**config.mk**
```make
export PLATFORM = sky130hd
export DESIGN_NAME = pipeline_sequencer_flat
export DESIGN_NICKNAME = d
export VERILOG_FILES = /design/src/rtl/pipeline_sequencer_if.sv /design/src/rtl/pipeline_sequencer.sv /design/src/flat_wrapper.sv
export SDC_FILE = /design/constraint.sdc
export NUM_CORES = 1
export LEC_CHECK = 0
export ABC_AREA = 1
export BUFFER_PORTS_ARGS = -buffer_cell sky130_fd_sc_hd__clkbuf_2
export CELL_PAD_IN_SITES_DETAIL_PLACEMENT = 0
export CELL_PAD_IN_SITES_GLOBAL_PLACEMENT = 1
export CORE_MARGIN = 4
export CORE_UTILIZATION = 39
export DETAILED_ROUTE_END_ITERATION = 8
export HOLD_SLACK_MARGIN = 0.05
export PLACE_DENSITY = 0.79
export SETUP_SLACK_MARGIN = 0.5
export SYNTH_ARGS = -nofsm -noshare
export SYNTH_HDL_FRONTEND = slang
export SYNTH_SLANG_ARGS = --single-unit
```
**constraint.sdc**
```tcl
create_clock -name i_clk -period 2.21 [get_ports i_clk]
set_input_delay 0.221 -clock i_clk [delete_from_list [all_inputs] [get_ports i_clk]]
set_output_delay 0.221 -clock i_clk [all_outputs]
set_load 0.02 [all_outputs]
```
**src/rtl/pipeline_sequencer_if.sv**
```systemverilog
// Run-control bus between the debug/hazard units and the sequencer.
// Carries the command inputs (i_*) and the pipeline gate outputs (o_*).
interface pipeline_sequencer_if #(
  parameter int NB_CNT = 32
);
  logic              i_start;
  logic              i_step;
  logic              i_halt_req;
  logic              i_halt_id;
  logic              i_stall;
  logic              i_flush_idex;
  logic              o_pc_en;
  logic              o_ifid_en;
  logic              o_idex_flush;
  logic              o_pipe_en;
  logic              o_busy;
  logic              o_done;
  logic [2:0]        o_state;
  logic [NB_CNT-1:0] o_cycle_cnt;

  modport master (
    output i_start, i_step, i_halt_req,
    output i_halt_id, i_stall, i_flush_idex,
    input  o_pc_en, o_ifid_en, o_idex_flush,
    input  o_pipe_en, o_busy, o_done,
    input  o_state, o_cycle_cnt
  );

  modport slave (
    input  i_start, i_step, i_halt_req,
    input  i_halt_id, i_stall, i_flush_idex,
    output o_pc_en, o_ifid_en, o_idex_flush,
    output o_pipe_en, o_busy, o_done,
    output o_state, o_cycle_cnt
  );
endinterface

```
**src/rtl/pipeline_sequencer.sv**
```systemverilog
// Run-control sequencer: gates PC and pipeline registers for
// start/step/pause, merges hazard stall/flush, drains on HALT.
// Ports: i_clk, i_rst (async, active-high), bus (slave modport):
//   commands i_start/i_step/i_halt_req/i_halt_id/i_stall/i_flush_idex,
//   gates o_pc_en/o_ifid_en/o_idex_flush/o_pipe_en,
//   status o_busy/o_done/o_state/o_cycle_cnt.
module pipeline_sequencer #(
  parameter int NB_CNT       = 32,
  parameter int DRAIN_CYCLES = 3
) (
  input  logic                 i_clk,
  input  logic                 i_rst,
  pipeline_sequencer_if.slave  bus
);
  localparam logic [2:0] S_IDLE  = 3'd0;
  localparam logic [2:0] S_RUN   = 3'd1;
  localparam logic [2:0] S_STEP  = 3'd2;
  localparam logic [2:0] S_DRAIN = 3'd3;
  localparam logic [2:0] S_DONE  = 3'd4;

  localparam logic [3:0] DRN = 4'(DRAIN_CYCLES);

  logic [2:0]        r_state;
  logic [3:0]        r_drain;
  logic [NB_CNT-1:0] r_cnt;

  logic [2:0] w_next;
  logic       w_load;
  logic       w_pc_en;
  logic       w_ifid_en;
  logic       w_flush;
  logic       w_pipe_en;

  always_comb begin
    w_next    = r_state;
    w_load    = 1'b0;
    w_pc_en   = 1'b0;
    w_ifid_en = 1'b0;
    w_flush   = 1'b0;
    w_pipe_en = 1'b0;
    case (r_state)
      S_IDLE: begin
        if (bus.i_start)
          w_next = S_RUN;
        else if (bus.i_step)
          w_next = S_STEP;
      end
      S_RUN, S_STEP: begin
        priority case (1'b1)
          bus.i_halt_req: begin
            w_next = S_IDLE;
          end
          // HALT moves into EX; fetch freezes.
          bus.i_halt_id: begin
            w_pipe_en = 1'b1;
            w_load    = 1'b1;
            w_next    = S_DRAIN;
          end
          default: begin
            w_pipe_en = 1'b1;
            w_pc_en   = ~bus.i_stall;
            w_ifid_en = ~bus.i_stall;
            w_flush   = bus.i_flush_idex;
            w_next    = (r_state == S_RUN) ?
                        S_RUN : S_IDLE;
          end
        endcase
      end
      // Bubble ID/EX so the frozen HALT is not re-issued.
      S_DRAIN: begin
        w_pipe_en = 1'b1;
        w_flush   = 1'b1;
        if (r_drain == 4'd1)
          w_next = S_DONE;
      end
      S_DONE: begin
        w_next = S_DONE;
      end
      default: begin
        w_next = S_IDLE;
      end
    endcase
  end

  always_ff @(posedge i_clk or posedge i_rst) begin
    if (i_rst) begin
      r_state <= S_IDLE;
      r_drain <= 4'd0;
      r_cnt   <= '0;
    end else begin
      r_state <= w_next;
      if (w_load)
        r_drain <= DRN;
      else if (r_state == S_DRAIN)
        r_drain <= r_drain - 4'd1;
      if (w_pipe_en && (r_cnt != '1))
        r_cnt <= r_cnt + NB_CNT'(1);
    end
  end

  assign bus.o_pc_en      = w_pc_en;
  assign bus.o_ifid_en    = w_ifid_en;
  assign bus.o_idex_flush = w_flush;
  assign bus.o_pipe_en    = w_pipe_en;
  assign bus.o_busy       = (r_state == S_RUN)
                          | (r_state == S_STEP)
                          | (r_state == S_DRAIN);
  assign bus.o_done       = (r_state == S_DONE);
  assign bus.o_state      = r_state;
  assign bus.o_cycle_cnt  = r_cnt;
endmodule

```
**src/flat_wrapper.sv**
```systemverilog
// flat-port wrapper written by rule: the top's interface ports become plain ports
module pipeline_sequencer_flat 
#(
  parameter int NB_CNT       = 32,
  parameter int DRAIN_CYCLES = 3
)
  (i_clk, i_rst, bus_i_start, bus_i_step, bus_i_halt_req, bus_i_halt_id, bus_i_stall, bus_i_flush_idex, bus_o_pc_en, bus_o_ifid_en, bus_o_idex_flush, bus_o_pipe_en, bus_o_busy, bus_o_done, bus_o_state, bus_o_cycle_cnt);
  pipeline_sequencer_if #(.NB_CNT(NB_CNT)) bus_i ();
  input  logic i_clk;
  input  logic i_rst;
  input wire logic [$bits(bus_i.i_start)-1:0] bus_i_start;
  input wire logic [$bits(bus_i.i_step)-1:0] bus_i_step;
  input wire logic [$bits(bus_i.i_halt_req)-1:0] bus_i_halt_req;
  input wire logic [$bits(bus_i.i_halt_id)-1:0] bus_i_halt_id;
  input wire logic [$bits(bus_i.i_stall)-1:0] bus_i_stall;
  input wire logic [$bits(bus_i.i_flush_idex)-1:0] bus_i_flush_idex;
  output wire logic [$bits(bus_i.o_pc_en)-1:0] bus_o_pc_en;
  output wire logic [$bits(bus_i.o_ifid_en)-1:0] bus_o_ifid_en;
  output wire logic [$bits(bus_i.o_idex_flush)-1:0] bus_o_idex_flush;
  output wire logic [$bits(bus_i.o_pipe_en)-1:0] bus_o_pipe_en;
  output wire logic [$bits(bus_i.o_busy)-1:0] bus_o_busy;
  output wire logic [$bits(bus_i.o_done)-1:0] bus_o_done;
  output wire logic [$bits(bus_i.o_state)-1:0] bus_o_state;
  output wire logic [$bits(bus_i.o_cycle_cnt)-1:0] bus_o_cycle_cnt;
  assign bus_i.i_start = bus_i_start;
  assign bus_i.i_step = bus_i_step;
  assign bus_i.i_halt_req = bus_i_halt_req;
  assign bus_i.i_halt_id = bus_i_halt_id;
  assign bus_i.i_stall = bus_i_stall;
  assign bus_i.i_flush_idex = bus_i_flush_idex;
  assign bus_o_pc_en = bus_i.o_pc_en;
  assign bus_o_ifid_en = bus_i.o_ifid_en;
  assign bus_o_idex_flush = bus_i.o_idex_flush;
  assign bus_o_pipe_en = bus_i.o_pipe_en;
  assign bus_o_busy = bus_i.o_busy;
  assign bus_o_done = bus_i.o_done;
  assign bus_o_state = bus_i.o_state;
  assign bus_o_cycle_cnt = bus_i.o_cycle_cnt;
  pipeline_sequencer #(.NB_CNT(NB_CNT), .DRAIN_CYCLES(DRAIN_CYCLES)) u_core (.i_clk(i_clk), .i_rst(i_rst), .bus(bus_i));
endmodule
```
# [Word-level counts from Yosys, hierarchy flattened]
# Cells that the tools add are included.
[totals] ff_bits=39 latchBits=0 ramBits=0 rom_bits=0 inputBits=8 out_inout_bits=41 word_cells=41 n_memories=0
[classes] n_addsub=2 multipliers=0 n_div=0 n_lt_le_gt_ge=0 n_eq_ne=8 shifts=0 mux=20 bitwise_logic=3 n_reduce_logical=5
[op_table] op="32-bit by 1-bit adder with 32-bit output, second input constant" count=1
[op_table] op="32-bit != test, second input constant" count=1
[op_table] op="3-bit 2-to-1 mux" count=5
[op_table] op="3-bit case mux with 4 select lines" count=1
[op_table] op="1-bit 2-to-1 mux" count=10
[op_table] op="4-bit 2-to-1 mux" count=2
[op_table] op="3-bit by 2-bit equality test with 1-bit output, second input constant" count=2
[op_table] op="4-bit by 1-bit equality test with 1-bit output, second input constant" count=1
[op_table] op="1-bit case mux with 2 select lines" count=2
[op_table] op="4-bit by 1-bit subtractor with 4-bit output, second input constant" count=1
[op_table] op="3-bit by 1-bit equality test with 1-bit output, second input constant" count=1
[op_table] op="3-bit equality test, second input constant" count=1
[op_table] op="3-bit zero test" count=1
[op_table] op="3-bit != test, second input constant" count=1
[op_table] op="2-bit by 1-bit != test with 1-bit output, second input constant" count=1
[op_table] op="1-bit bitwise OR" count=2
[op_table] op="2-bit AND reduction" count=1
[op_table] op="2-bit nonzero test" count=1
[op_table] op="2-bit OR reduction" count=1
[op_table] op="1-bit logical AND" count=1
[op_table] op="1-bit NOT" count=1

# [Logic depth before layout (Yosys ltp)]
[logic_depth] word_depth=5 mapped_depth=11 ltp_nobuf=10

# [Worst setup path before layout]
# Ideal clock, no wire load.
[synth_timing] path_kind="register to output" from="reg u_core.r_state[0] (netlist: u_core.bus.o_state[0])" to="out bus_o_pc_en" arrival_time_ns=1.907 t_required_ns=1.989 slack_ns=0.082 stages_incl_launch_ff=6 path_buffers=1 path_cell_list="dfrtp_1 > nor2_1 > nor2_1 > nand2_1 > nor3_1 > buf_4"
[synth_via] elab_chain_cells=3 word_cells_on_any_way=4 cone_classes="2 x eq/ne; 1 x mux; 1 x reduce/logical"
[synth_rtl] item="start, declared" line_no="pipeline_sequencer.sv:23" source="logic [2:0] r_state;"
[synth_rtl] item="start signal, assigned" line_no="pipeline_sequencer.sv:91" source="r_state <= w_next;"
[synth_rtl] item="3-bit by 2-bit equality test with 1-bit output or 3-bit by 1-bit equality test with 1-bit output (tied branches)"
[synth_rtl] item="2-bit OR reduction *"
[synth_rtl] item="1-bit 2-to-1 mux *"
[synth_rtl] item="end, declared" line_no="flat_wrapper.sv:17" source="output wire logic [$bits(bus_i.o_pc_en)-1:0] bus_o_pc_en;"
# Mark *: on every way between the ends. The rest lies on a longest branch, timed or not.

# [Worst setup path after layout]
[layout_timing] from="reg u_core.r_state[1] (netlist: u_core.bus.o_state[1])" to="out bus_o_ifid_en"
[layout_via] elab_chain_cells=3 word_cells_on_any_way=4 cone_classes="2 x eq/ne; 1 x mux; 1 x reduce/logical"
[layout_rtl] item="3-bit by 2-bit equality test with 1-bit output or 3-bit by 1-bit equality test with 1-bit output (tied branches)" line_no="pipeline_sequencer.sv:41" source="case (r_state)"
[layout_rtl] item="2-bit OR reduction *" line_no="pipeline_sequencer.sv:41"
[layout_rtl] item="1-bit 2-to-1 mux *" line_no="pipeline_sequencer.sv:41"
[layout_rtl] item="end, declared" line_no="flat_wrapper.sv:18" source="output wire logic [$bits(bus_i.o_ifid_en)-1:0] bus_o_ifid_en;"
# Marks and branches as above.

==> out/results.tsv <==
stage	metric	value	unit
route	final_antenna_net_count	0	
sta	hold_ws	0.222	ns
worst_setup_path	critical_path_buffers_and_inverters	2	
run_status	run_status	complete, no violations	
final_layout	fillCellCount	666	
place	post_dp_cell_area	2980	sq um
logic_synthesis	synth.yosys.warnings	0	
worst_setup_path	timing.critical_path.arrival	1.39	ns
min_path	hold_class	input pin to flip-flop	
logic_synthesis	asyncSetResetFlopFracSynth	100	%
worst_setup_path	cp.depth	6	
sta	highest_clock_rate	619	MHz
logic_synthesis	post-synth-top-area-cell	sky130_fd_sc_hd__dfrtp_1	
logic_synthesis	synth.top_cell.area_share	36.8	%
global_routing	first_global_vias	2447	
die	die_area	8190	sq um
die	rows	29	
worst_setup_path	path_depth_of_the_worst_reg2reg_path	9	
worst_setup_path	r2r_end	u_core.bus.o_cycle_cnt[15]	
cts	tritoncts	yes	
route	sum_of_routed_wire_length_over_all_layers	7080	microns
die	floorplan.die.height	90.5	microns
route	drc	0	
final_layout	final_cell_count_no_fill	560	
global_routing	antenna_found_initial	0	
pwr	power_frac_seq	56.7	%
global_routing	total_congestion_overflow_after_global_routing	0	
sta	final.setup.tns	0	ns
logic_synthesis	mappedNetlistArea	2650	sq um
worst_setup_path	worst_setup_path_startpoint	u_core.bus.o_state[1]	
sta	slew-limit-headroom	66.5	%
logic_synthesis	number_of_nets_in_the_synthesized_netlist	429	
route	via_total_after_detailed_routing	2671	
pwr	share_comb_of_total_power	2.3	%
route	wl_per_cell	12.6	microns
global_routing	grt_first_pass_wirelength	12100	microns
cts	htree_num_levels	2	
global_routing	track_usage	17.9	%
worst_setup_path	cp_data_required_time	1.99	ns
pwr	ir_worst_vdd	0.226	mV
cts	cts.root.buffer_cell	sky130_fd_sc_hd__clkbuf_8	
sta	report.final.hold_viol_count	0	
final_layout	design_area	3350	sq um
logic_synthesis	syn_area_per_cell	6.35	sq um
place	total_half_perimeter_wirelength_after_legalization_and_detailed_placement	5260	microns
pwr	internal_power	0.973	mW
sta	grt_setup_unrepaired	false	
worst_setup_path	critical_path.slowest_cell	sky130_fd_sc_hd__dfrtp_2	
final_layout	drive_gt1_share	23.6	%
place	gpl.final_weighted_congestion	0.826	
sta	tightest_slew	0.502	ns
worst_setup_path	critical-path-max-stage-delay	0.45	ns
sta	setup_violations	0	
place	dp_cells	540	
logic_synthesis	synth.top_cells.by_area	sky130_fd_sc_hd__dfrtp_1, sky130_fd_sc_hd__nand2_1, sky130_fd_sc_hd__nor2_1, sky130_fd_sc_hd__inv_1, sky130_fd_sc_hd__nand3_1	
logic_synthesis	synthCells	418	
global_routing	grt_max_degree	40	
die	fp.coreArea	6490	sq um
final_layout	fin_nets	493	
sta	worst_clock_skew	0.00868	ns
worst_setup_path	critical_path.cell_chain	nand2_2 > nand2_1 > inv_2 > nand2_4 > nor3_4 > buf_6	
final_layout	antenna_cells_inserted	0	
logic_synthesis	seq_area_frac_synth	36.8	%
route	first_pass_iters	4	
route	drt_iter0_markers	117	
sta	final.setup.worst_slack	0.594	ns
pwr	power	1.26	mW
sta	final_period_minus_worst_setup_slack	1.62	ns
cts	clock_path_buffers	2	
die	io_pins	49	
worst_setup_path	worstPathMaxFanout	4	
cts	clk-insertion-delay-late	0.30	ns
worst_setup_path	reg2reg_from	u_core.bus.o_cycle_cnt[8]	
pwr	power.density	376	nW/um^2
route	viasPerCell	4.77	
logic_synthesis	synth_edf_count	0	
worst_setup_path	timing.critical_path.to_type	output port	
sta	fin_crit_sh	73.1	%
worst_setup_path	cp-endpoint	bus_o_ifid_en	
logic_synthesis	postSynth.topFlopCell	sky130_fd_sc_hd__dfrtp_1	
cts	numCtsBuffers	5	
logic_synthesis	yosys_register_bits	39	
worst_setup_path	rrSetupSlack	0.60	ns
worst_setup_path	start_to_end_type_of_the_worst_setup_path	flip-flop to output port	
worst_setup_path	cp-start-kind	flip-flop	
place	io_buffer_count	48	
pwr	p_switching	0.283	mW
cts	cts.sink_count	39	
job	max_cap_violations	0	
die	fp.dieW	90.5	microns
worst_setup_path	worst_path_dominant_cell_family	flip-flops	
logic_synthesis	ys_types	25	
die	initial_utilization	40.9	%
final_layout	area_delta_synth_final	26.1	%
place	post-place-ws	0.228	ns
cts	cts.reportedPaths.clkPinSlew	0.08	ns
pwr	switching_share	22.6	%
pwr	p_leak	1.76	nW
pwr	power_frac_clock	41.0	%
sta	maxSlewViolCount	0	
final_layout	final_core_utilization	51.5	%
[cell usage after synthesis (2+ instances only)]
cell type                  count
sky130_fd_sc_hd__nand2_1     209
sky130_fd_sc_hd__nor2_1       58
sky130_fd_sc_hd__inv_1        42
sky130_fd_sc_hd__dfrtp_1      39
sky130_fd_sc_hd__nand3_1      16
sky130_fd_sc_hd__xor2_1        9
sky130_fd_sc_hd__nand3b_1      5
sky130_fd_sc_hd__o21ai_0       5
sky130_fd_sc_hd__xnor2_1       4
sky130_fd_sc_hd__buf_6         3
sky130_fd_sc_hd__ha_1          3
sky130_fd_sc_hd__nand2_2       3
sky130_fd_sc_hd__nor2_2        3
sky130_fd_sc_hd__nor3_1        3
sky130_fd_sc_hd__a21oi_1       2
sky130_fd_sc_hd__buf_2         2
sky130_fd_sc_hd__buf_4         2
sky130_fd_sc_hd__inv_2         2
sky130_fd_sc_hd__nor2_4        2
[power groups by stage]
stage               clock (mW)  sequential (mW)  combinational, mW
floorplan                    0            0.727             0.0128
global placement             0            0.727             0.0263
detailed placement           0            0.727             0.0267
CTS                      0.538            0.713             0.0285
global route             0.572            0.713             0.0341
finish                   0.515            0.713             0.0286
[what timing repair did]
item,4_1_cts,5_1_grt
pin swaps,1,9
resized for setup,7,41
hold buffers,1,0
endpoints found under the hold margin,39,0
setup endpoints to repair,24,35
gates cloned,0,2
setup buffers,3,6
[registers in the layout, indices dropped and copies added, names as in the netlist]
| register | count |
|---|---|
| u_core.bus.o_cycle_cnt | 32 |
| u_core.bus.o_state | 3 |
| u_core.r_drain | 4 |
[cell usage in the layout, fill, tap and decap left out, drive strengths merged, types with 3 or more instances in the layout]
cell type,count
nand2,213
nor2,64
clkbuf,53
inv,44
dfrtp,39
nand3,17
buf,17
xor2,9
nand3b,5
o21ai,5
xnor2,4
a21oi,3
nor3,3
ha,3
[how the worst min path moves through the flow]
| stage | startpoint | slack, ns | to | cells past startpoint |
|---|---|---|---|---|
| detailed placement | i_rst | 0.36 | u_core.bus.o_cycle_cnt[10] | 3 |
| floorplan | bus_i_start | 0.39 | u_core.bus.o_state[0] | 2 |
| CTS | bus_i_start | 0.22 | u_core.bus.o_state[0] | 3 |
| global route | bus_i_step | 0.24 | u_core.bus.o_state[2] | 3 |
| global placement | i_rst | 0.35 | u_core.bus.o_cycle_cnt[11] | 3 |
| finish | bus_i_start | 0.22 | u_core.bus.o_state[0] | 3 |
[kinds of logic after synthesis]
logic type	Yosys count	share of synthesized area, %
buffers and inverters	51	8.44
flip-flops	39	36.8
AND/OR/NAND/NOR	302	46.9
AO/OA/AOI/OAI	10	2.22
XOR/XNOR	13	4.29
adder cells (fa/ha/maj)	3	1.41
[metal layers]
metal / part of all wire (%) / track usage, %
met1: 49 / 25.5
met2: 46 / 27.8
met3: 4.9 / 3.83
met4: 0.76 / 3.70
met5: 0 / 0
[worst reg2reg max path, cell delays in order (launching register included)]
cell                        delay, ns
sky130_fd_sc_hd__dfrtp_2         0.42
sky130_fd_sc_hd__nand2_1         0.14
sky130_fd_sc_hd__nor2_4          0.18
sky130_fd_sc_hd__nand2_2         0.11
sky130_fd_sc_hd__nor2_8          0.17
sky130_fd_sc_hd__nand3_4         0.13
sky130_fd_sc_hd__nand2_8         0.13
sky130_fd_sc_hd__clkbuf_16       0.16
sky130_fd_sc_hd__nand2_1         0.05
sky130_fd_sc_hd__nand2_1         0.06
[layout make-up]
| cell class | count | area [sq um] | share of cell area (%) |
|---|---|---|---|
| tap | 77 | 96.3 | 2.88 |
| multi-input combinational | 328 | 1560 | 46.6 |
| clock buffer | 7 | 86.3 | 2.58 |
| clock inverter | 1 | 5.00 | 0.150 |
| inverter | 44 | 165 | 4.94 |
| sequential | 39 | 991 | 29.6 |
| timing repair buffer | 64 | 442 | 13.2 |
(Power assumes the default switching activity.)
